<file path="src/rtl/conv_pkg.sv">
// Shared types and elaboration helpers for the windowed convolution MAC.
package conv_pkg;

  // Per-beat sideband travelling alongside the S1 products.
  typedef struct packed {
    logic first;
    logic last;
    logic relu;
    logic rnd;
  } beat_tag_t;

  // Minimum accumulator width that cannot overflow for any kernel, pixel and bias.
  function automatic int acc_width(input int ksize, input int channels,
                                   input int pixel_w, input int kernel_w);
    return kernel_w + pixel_w + 1 + $clog2(ksize * ksize * channels) + 1;
  endfunction

  function automatic int round_half(input int frac_w);
    return (frac_w > 0) ? (1 << (frac_w - 1)) : 0;
  endfunction

endpackage

</file>
<file path="src/rtl/conv_mac_tree.sv">
// KSIZE^2 signed-by-unsigned multipliers with a product register,
// followed by a combinational adder tree feeding the accumulator stage.
module conv_mac_tree
  import conv_pkg::*;
#(
  parameter int KSIZE    = 3,
  parameter int PIXEL_W  = 8,
  parameter int KERNEL_W = 12,
  parameter int SUM_W    = KERNEL_W + PIXEL_W + 1 + $clog2(KSIZE * KSIZE)
)(
  input  logic                                      clk_i,
  input  logic                                      reset_n,
  input  logic                                      en,
  input  logic [KSIZE-1:0][KSIZE-1:0][KERNEL_W-1:0] kern,
  input  logic [KSIZE-1:0][KSIZE-1:0][PIXEL_W-1:0]  pix,
  output logic signed [SUM_W-1:0]                   sum
);

  localparam int NT     = KSIZE * KSIZE;
  localparam int PROD_W = KERNEL_W + PIXEL_W + 1;

  logic signed [PROD_W-1:0] prod_q [NT];

  // Pixels are zero-extended by one bit so the multiply stays fully signed.
  always_ff @(posedge clk_i or negedge reset_n) begin
    if (!reset_n) begin
      for (int i = 0; i < NT; i++) prod_q[i] <= '0;
    end else if (en) begin
      for (int r = 0; r < KSIZE; r++)
        for (int c = 0; c < KSIZE; c++)
          prod_q[r*KSIZE + c] <= PROD_W'($signed(kern[r][c])) *
                                 PROD_W'($signed({1'b0, pix[r][c]}));
    end
  end

  always_comb begin
    sum = '0;
    for (int i = 0; i < NT; i++) sum = sum + SUM_W'(prod_q[i]);
  end

endmodule

</file>
<file path="src/rtl/conv_window_mac.sv">
// Multi-channel KSIZE x KSIZE convolution PE: kernel banks, channel sequencing,
// bias accumulate, round/saturate output stage and valid/ready handshake.
module conv_window_mac
  import conv_pkg::*;
#(
  parameter int KSIZE    = 3,
  parameter int CHANNELS = 3,
  parameter int PIXEL_W  = 8,
  parameter int KERNEL_W = 12,
  parameter int FRAC_W   = 4,
  parameter int OUT_W    = 8,
  parameter int ACC_W    = 28,
  localparam int CH_W    = (CHANNELS > 1) ? $clog2(CHANNELS) : 1
)(
  input  logic                                      clk_i,
  input  logic                                      reset_n,
  input  logic                                      kern_we_i,
  input  logic [CH_W-1:0]                           kern_ch_i,
  input  logic [KSIZE-1:0][KSIZE-1:0][KERNEL_W-1:0] kern_i,
  input  logic                                      bias_we_i,
  input  logic [ACC_W-1:0]                          bias_i,
  input  logic                                      relu_en_i,
  input  logic                                      round_en_i,
  input  logic                                      flush_i,
  input  logic                                      s_valid_i,
  output logic                                      s_ready_o,
  input  logic [KSIZE-1:0][KSIZE-1:0][PIXEL_W-1:0]  s_pixel_i,
  output logic                                      m_valid_o,
  input  logic                                      m_ready_i,
  output logic [OUT_W-1:0]                          m_pixel_o
);

  localparam int NT     = KSIZE * KSIZE;
  localparam int SUM_W  = KERNEL_W + PIXEL_W + 1 + $clog2(NT);
  localparam int STAGES = 1;
  localparam logic signed [ACC_W:0] ROUND_HALF = (ACC_W+1)'(round_half(FRAC_W));
  localparam logic signed [ACC_W:0] UMAX = (ACC_W+1)'(2**OUT_W - 1);
  localparam logic signed [ACC_W:0] SMAX = (ACC_W+1)'(2**(OUT_W-1) - 1);
  localparam logic signed [ACC_W:0] SMIN = (ACC_W+1)'(-(2**(OUT_W-1)));

  if (ACC_W < acc_width(KSIZE, CHANNELS, PIXEL_W, KERNEL_W)) begin : g_acc_w_err
    $error("conv_window_mac: ACC_W too narrow for KSIZE/CHANNELS/PIXEL_W/KERNEL_W");
  end

  logic [CHANNELS-1:0][KSIZE-1:0][KSIZE-1:0][KERNEL_W-1:0] kern_q;
  logic [KSIZE-1:0][KSIZE-1:0][KERNEL_W-1:0]               kern_sel;
  logic signed [ACC_W-1:0] bias_q, s1_bias, acc_q;
  logic [CH_W-1:0]         ch_cnt;
  logic                    ch_last, adv;
  logic [STAGES:0]         vld_pipe;   // [0] S1 products, [1] S2 accumulator
  beat_tag_t               s1_tag;
  logic                    s2_last, relu_q, rnd_q;
  logic signed [SUM_W-1:0] tree_sum;
  logic signed [ACC_W:0]   acc_ext, rnd_sum, v;
  logic [OUT_W-1:0]        pix_sat;

  assign adv       = !m_valid_o || m_ready_i;
  assign s_ready_o = adv;
  assign ch_last   = (ch_cnt == CH_W'(CHANNELS - 1));

  always_comb begin
    kern_sel = '0;
    for (int c = 0; c < CHANNELS; c++)
      if (ch_cnt == CH_W'(c)) kern_sel = kern_q[c];
  end

  always_ff @(posedge clk_i or negedge reset_n) begin
    if (!reset_n) begin
      kern_q <= '0;
      bias_q <= '0;
    end else begin
      if (bias_we_i) bias_q <= bias_i;
      for (int c = 0; c < CHANNELS; c++)
        if (kern_we_i && kern_ch_i == CH_W'(c)) kern_q[c] <= kern_i;
    end
  end

  conv_mac_tree #(
    .KSIZE(KSIZE), .PIXEL_W(PIXEL_W), .KERNEL_W(KERNEL_W), .SUM_W(SUM_W)
  ) u_tree (
    .clk_i(clk_i), .reset_n(reset_n), .en(adv),
    .kern(kern_sel), .pix(s_pixel_i), .sum(tree_sum)
  );

  // Widen by one bit so adding the rounding constant can never wrap.
  always_comb begin
    acc_ext = {acc_q[ACC_W-1], acc_q};
    rnd_sum = acc_ext + (rnd_q ? ROUND_HALF : '0);
    v       = rnd_sum >>> FRAC_W;
    if (relu_q)
      pix_sat = v[ACC_W] ? '0 : (v > UMAX) ? '1 : v[OUT_W-1:0];
    else
      pix_sat = (v < SMIN) ? {1'b1, {(OUT_W-1){1'b0}}} :
                (v > SMAX) ? {1'b0, {(OUT_W-1){1'b1}}} : v[OUT_W-1:0];
  end

  // Bias is latched with each beat so a write on the accept edge is not seen.
  always_ff @(posedge clk_i or negedge reset_n) begin
    if (!reset_n) begin
      ch_cnt    <= '0;
      vld_pipe  <= '0;
      s1_tag    <= '0;
      s1_bias   <= '0;
      s2_last   <= 1'b0;
      acc_q     <= '0;
      relu_q    <= 1'b0;
      rnd_q     <= 1'b0;
      m_valid_o <= 1'b0;
      m_pixel_o <= '0;
    end else if (flush_i) begin
      ch_cnt    <= '0;
      vld_pipe  <= '0;
      m_valid_o <= 1'b0;
    end else if (adv) begin
      vld_pipe <= {vld_pipe[STAGES-1:0], s_valid_i};
      if (s_valid_i) begin
        s1_tag  <= '{first: (ch_cnt == '0), last: ch_last,
                     relu: relu_en_i, rnd: round_en_i};
        s1_bias <= bias_q;
        ch_cnt  <= ch_last ? '0 : CH_W'(ch_cnt + 1'b1);
      end
      if (vld_pipe[0]) begin
        acc_q   <= (s1_tag.first ? s1_bias : acc_q) + ACC_W'(tree_sum);
        s2_last <= s1_tag.last;
        if (s1_tag.first) begin
          relu_q <= s1_tag.relu;
          rnd_q  <= s1_tag.rnd;
        end
      end
      m_valid_o <= vld_pipe[1] && s2_last;
      if (vld_pipe[1] && s2_last) m_pixel_o <= pix_sat;
    end
  end

endmodule

</file>
<file path="config.mk">
export PLATFORM = sky130hd
export DESIGN_NAME = conv_window_mac
export DESIGN_NICKNAME = d
export VERILOG_FILES = /design/src/rtl/conv_pkg.sv /design/src/rtl/conv_mac_tree.sv /design/src/rtl/conv_window_mac.sv
export SDC_FILE = /design/constraint.sdc
export NUM_CORES = 2
export LEC_CHECK = 0
export BUFFER_PORTS_ARGS = -buffer_cell sky130_fd_sc_hd__clkbuf_2
export CAP_MARGIN = 5
export CORE_MARGIN = 2
export CORE_UTILIZATION = 70
export CTS_BUF_LIST = sky130_fd_sc_hd__clkbuf_8
export DETAILED_ROUTE_END_ITERATION = 8
export HOLD_SLACK_MARGIN = 0.03
export PLACE_DENSITY = 0.92
export SLEW_MARGIN = 10
export SYNTH_ARGS = -nofsm -noshare
export SYNTH_HDL_FRONTEND = slang
export SYNTH_SLANG_ARGS = --single-unit
</file>
<file path="constraint.sdc">
create_clock -name clk_i -period 14.25 [get_ports clk_i]
set_clock_uncertainty 0.05 [all_clocks]
set_input_delay 0.7125 -clock clk_i [delete_from_list [all_inputs] [get_ports clk_i]]
set_output_delay 0.7125 -clock clk_i [all_outputs]
set_load 0.05 [all_outputs]
</file>
# --- Yosys cells after proc, flatten, opt, wreduce, memory -nomap -nowiden ---
# Index checks and enable logic that the tools add are counted.
op_classes:
  muxes: 18
  mul: 9
  n_reduce_logical: 15
  n_lt_le_gt_ge: 3
  n_addsub: 11
  bitwise: 1
  eq_ne: 4
op_table:
  columns: ["op", "n"]
  rows:
  - ["two-way mux 108 bit", 3]
  - ["multiplier 12 x 9 -> 21 bit", 9]
  - ["adder 25 x 21 -> 25 bit", 6]
  - ["two-way mux 8 bit", 5]
  - ["adder 28 x 5 -> 29 bit", 1]
  - ["adder 28 x 25 -> 28 bit", 1]
  - ["two-way mux 28 bit", 1]
  - ["> comparator 25 x 8 -> 1 bit (second input constant)", 1]
  - ["> comparator 25 x 9 -> 1 bit (second input constant)", 1]
  - ["< comparator 25 x 8 -> 1 bit (second input constant)", 1]
  - ["adder 22 x 21 -> 23 bit", 1]
  - ["adder 21 x 21 -> 22 bit", 1]
  - ["two-way mux 2 bit", 6]
  - ["AND reduction 3 bit", 3]
  - ["equality test 2 x 1 -> 1 bit (second input constant)", 2]
  - ["equality test 2 bit (second input constant)", 2]
  - ["logical AND 1 bit", 4]
  - ["zero test 2 bit", 2]
  - ["two-way mux 4 bit", 1]
  - ["AND reduction 4 bit", 1]
  - ["nonzero test 2 bit", 2]
  - ["adder 2 x 1 -> 2 bit (second input constant)", 1]
  - ["two-way mux 1 bit", 2]
  - ["AND reduction 2 bit", 1]
  - ["3 further kinds", 3]
totals:
  ff_bits: 617
  word_cells: 111
  in_bits: 219

# --- Depth between registers and ports, before layout ---
logic_depth:
  word_depth: 9
  ltp_mapped: 38

# --- Cells and area by module ---
# Synthesis repeated with hierarchy kept, for this count alone.
unflattened:
  hier_cells: 6464
  hier_area_um2: 63948.8
modules_own_cells:
  columns: ["mod", "instances", "area_per_inst_um2", "seq_area_each_um2", "cells_each"]
  rows:
  - ["conv_mac_tree", 1, 43740.7, 4729.5, 4813]
  - ["conv_window_mac", 1, 20208.1, 10710.3, 1651]

# --- Least setup slack after synthesis ---
# OpenSTA, ideal clock, no wires.
synth_timing:
  path_type: "reg-to-reg"
  from: "reg u_tree.prod_q[127] (netlist name)"
  to: "reg acc_q[27]"
  n_path_buf: 0
  t_arrival_ns: 8.738
  setup_slack_ns: 5.341
  setup_ns: 0.121
  required_ns: 14.079
  stages_incl_launch_ff: 38
  path_cell_list: "dfrtp_1 -> fa_1 -> ha_1 -> fa_1 -> a21o_1 -> a21oi_1 -> o21bai_1 -> a21oi_1 -> o21a_1 -> o21ai_0 -> o21ai_0 -> nand2b_1 -> xor2_1 -> fa_1 -> inv_1 -> fa_1 -> fa_1 -> fa_1 -> [2 not listed] -> a21o_1 -> a21o_1 -> a21o_1 -> o21a_1 -> a21o_1 -> o21ai_0 -> a21oi_1 -> a21o_1 -> a21oi_1 -> xnor2_1 -> ha_1 -> a21o_1 -> a41o_1 -> a31o_2 -> or4_4 -> and3_4 -> mux2_4 -> o22a_1"
synth_via:
  elab_chain_len: 8
synth_rtl:
  columns: ["item", "line_no", "text"]
  rows:
  - ["start: declaration", "conv_mac_tree.sv:22", "logic signed [PROD_W-1:0] prod_q [NT];"]
  - ["start signal: indexed assignment", "conv_mac_tree.sv:31", "prod_q[r*KSIZE + c] <= PROD_W'($signed(kern[r][c])) *"]
  - ["adder 22 x 21 -> 23 bit", "conv_mac_tree.sv:38", "for (int i = 0; i < NT; i++) sum = sum + SUM_W'(prod_q[i]);"]
  - ["adder 25 x 21 -> 25 bit (6 in series)", "conv_mac_tree.sv:38", null]
  - ["adder 28 x 25 -> 28 bit", "conv_window_mac.sv:123", "acc_q <= (s1_tag.first ? s1_bias : acc_q) + ACC_W'(tree_sum);"]
  - ["end signal: assignment", "conv_window_mac.sv:123", null]
  - ["end: declaration", "conv_window_mac.sv:47", "logic signed [ACC_W-1:0] bias_q, s1_bias, acc_q;"]
# Every way passes these cells.
# A chain may end at the register's enable or synchronous reset.

# --- Worst setup path in the final report ---
# Same ends and word-level chain as after synthesis.

==> flow_summary.json <==
{
  "drt_iter0_markers": 4393,
  "hpwlAfterDp_um": 125000,
  "initial_core_util_pct": 71.0,
  "layout_common_cells": "inv_1, fa_1, nand2_1, dfrtp_1, and2_1",
  "cp_common_cell": "fa_1",
  "hold_end": "bias_q[20]$_DFFE_PN0P_",
  "grt_max_degree": 162,
  "synth-seq-area-share_pct": 24.1,
  "num_rows": 110,
  "hold_depth": 2,
  "syn2layout_area_growth_pct": 7.12,
  "r2r_cells": 38,
  "r2r_start": "u_tree.prod_q[127]$_DFFE_PN0N_",
  "setup-violations-final": 0,
  "ctsRootBufferMaster": "clkbuf_8",
  "grtUsageMet2_pct": 62.0,
  "cp_slowest_stage_delay_ns": 0.51,
  "clock-sinks": 617,
  "cts-resized-gates": 0,
  "r2r_slack_ns": 4.42,
  "port_buffers": 228,
  "via_per_inst": 6.06,
  "async_flop_share_pct": 100,
  "synth_edf_count": 0,
  "seqCellArea_mm2": 0.0154,
  "grt_antenna_before_repair": 12,
  "startpoint_type": "register",
  "crit_required_ns": 14.87,
  "worstHoldStart": "bias_i[20]",
  "cts_tree": "yes",
  "htree_levels": 3,
  "final_common_cell": "inv_1",
  "place_congestion": 0.977,
  "synth_cell_types": 70,
  "maxSlewHeadroom_pct": 9.17,
  "worstPathArrival_ns": 10.45,
  "layout-drive-gt1-share_pct": 13.1,
  "core_area_mm2": 0.0903,
  "die-width_um": 307,
  "postCtsSetupRepairBufs": 0,
  "cts_buffer_depth": 3,
  "worst_path_max_delay_cell": "fa_1",
  "groute.layer.met3.usage_pct": 8.64,
  "hp-class": "input port to register",
  "die_h_um": 307,
  "fin_setup_tns_ns": 0,
  "grt-ovfl-total": 0,
  "tightest_slew_ns": 1.35,
  "status": "complete, no violations",
  "fin_crit_sh_pct": 69.0,
  "critPathCaptureType": "register",
  "grtUsageMet1_pct": 45.8,
  "syn_avg_cell_area_um2": 9.77,
  "clk_latency_ns": 0.80,
  "grt.busiest_layer": "met2",
  "rr_endpoint": "acc_q[27]$_DFFE_PN0P_",
  "drc": 0,
  "fillers": 5374,
  "max_freq_mhz": 102,
  "synth.cell_area_mm2": 0.0641,
  "final_nets": 8221,
  "syn_inst": 6558,
  "synth_ff_type": "dfrtp_1",
  "grt_pass1_vias": 52800,
  "cap_violations": 0,
  "wl_per_cell_um": 21.0,
  "clk_pin_slew_ns": 0.06,
  "final_max_slew_viol_count": 0,
  "rsz0062_at_grt": "false",
  "ys_ff_latch": 617,
  "vias": 48400,
  "synth_nets": 8068,
  "cp_max_fo": 7,
  "ys_warn_count": 0,
  "firstDrtPassIters": 6,
  "multi_input_area_mm2": 0.0434,
  "grt_use_total_pct": 37.0,
  "pin_count": 229,
  "min_period_ns": 9.83,
  "path_delay_family": "adder cells",
  "path_buf_inv": 2,
  "final_antenna_net_count": 0,
  "cts_made_buffers": 106,
  "dieArea_mm2": 0.0940,
  "grt_pass1_wl_um": 273000,
  "hold_violations": 0,
  "totalWireLength_um": 168000,
  "path_class": "register to register"
}
[worst reg2reg max path: cells and delay by family, from the launching register on]
family                     cells  cell delay [ns]
adders and majority gates      9             3.78
and+or+nand+nor                8             1.38
DFF                            1             0.42
buffers and inverters          2             0.09
xor gates and xnor gates       2             0.29
muxes                          1             0.29
AOI/OAI and AO/OA             16             3.43
[layer usage]
layer / routed length, um / vias to the layer above
li1: - / 21100
met1: 62800 / 24300
met2: 81600 / 2354
met3: 15500 / 648
met4: 8210 / 2
met5: 13 / -
[stage by stage]
step | cells | cell area, um2 | hold slack, ns | utilization [%] | setup WS [ns]
global route | 7985 | 68600 | 0.0830 | 76.0 | 3.83
CTS | 7978 | 68600 | 0.0626 | 76.0 | 4.55
detailed placement | 7778 | 66200 | 0.418 | 73.3 | 4.63
global placement | 7778 | 66200 | 0.407 | 73.3 | 4.79
finish | 7988 | 68600 | 0.103 | 76.0 | 4.42
floorplan | 6558 | 64100 | 0.367 | - | 5.34
[cells in the mapped netlist (all sizes together), types with 81 or more instances]
cell	instances	area (um2)
xor2	81	709
mux2i	116	1160
nand2	679	2550
fa	838	16800
xnor2	134	1180
inv	1190	4470
dfrtp	617	15400
mux2	418	4710
and2	552	3450
nor2	230	863
o21ai	235	1180
clkbuf	189	709
ha	453	5670
a21oi	203	1020
[worst max-delay path by stage]
stage	slack (ns)	startpoint	end	cells past startpoint
5_1_grt	3.83	u_tree.prod_q[127]$_DFFE_PN0N_	acc_q[27]$_DFFE_PN0P_	38
3_5_place_dp	4.63	u_tree.prod_q[127]$_DFFE_PN0N_	acc_q[27]$_DFFE_PN0P_	34
2_1_floorplan	5.34	u_tree.prod_q[127]$_DFFE_PN0N_	acc_q[27]$_DFFE_PN0P_	37
3_3_place_gp	4.79	u_tree.prod_q[127]$_DFFE_PN0N_	acc_q[27]$_DFFE_PN0P_	37
6_report	4.42	u_tree.prod_q[127]$_DFFE_PN0N_	acc_q[27]$_DFFE_PN0P_	38
4_1_cts	4.55	u_tree.prod_q[127]$_DFFE_PN0N_	acc_q[27]$_DFFE_PN0P_	34
[state kept, by name, summed over array words and instances, names as in the netlist]
signal and flops:
kern_q 324, u_tree.prod_q 189, acc_q 28, bias_q 28, s1_bias 28, m_pixel_o 8, s1_tag 4, ch_cnt 2
vld_pipe 2, m_valid_o 1, relu_q 1, rnd_q 1, s2_last 1
[cell families (layout without fill, tap and decap cells)]
family | after synthesis | in the layout | share of synthesized area (%)
flops | 617 | 617 | 24.1
mux | 534 | 534 | 9.17
simple gates | 1782 | 1782 | 13.7
buf+inv | 1407 | 1651 | 8.25
compound gates | 712 | 712 | 6.77
xor+xnor | 215 | 215 | 2.95
fa+ha+maj | 1291 | 1291 | 35.0
other cells | 0 | 10 | 0
[final cells by class]
type                            count  area share [%]
Antenna cell                       10          0.0365
Sequential cell                   617            22.5
Inverter                         1191            6.53
Multi-Input combinational cell   4534            63.2
Timing Repair Buffer              261            2.08
Clock buffer                      137            2.75
Clock inverter                     62           0.764
Tap cell                         1176            2.14
[repair_timing]
item	CTS	global route
setup endpoints to repair	0	0
endpoints found under the hold margin	116	0
hold buffers	1	0
Power is left out: the tool's default activity adds up to more than one toggle a clock period on the data nets, which glitch-free logic cannot reach.
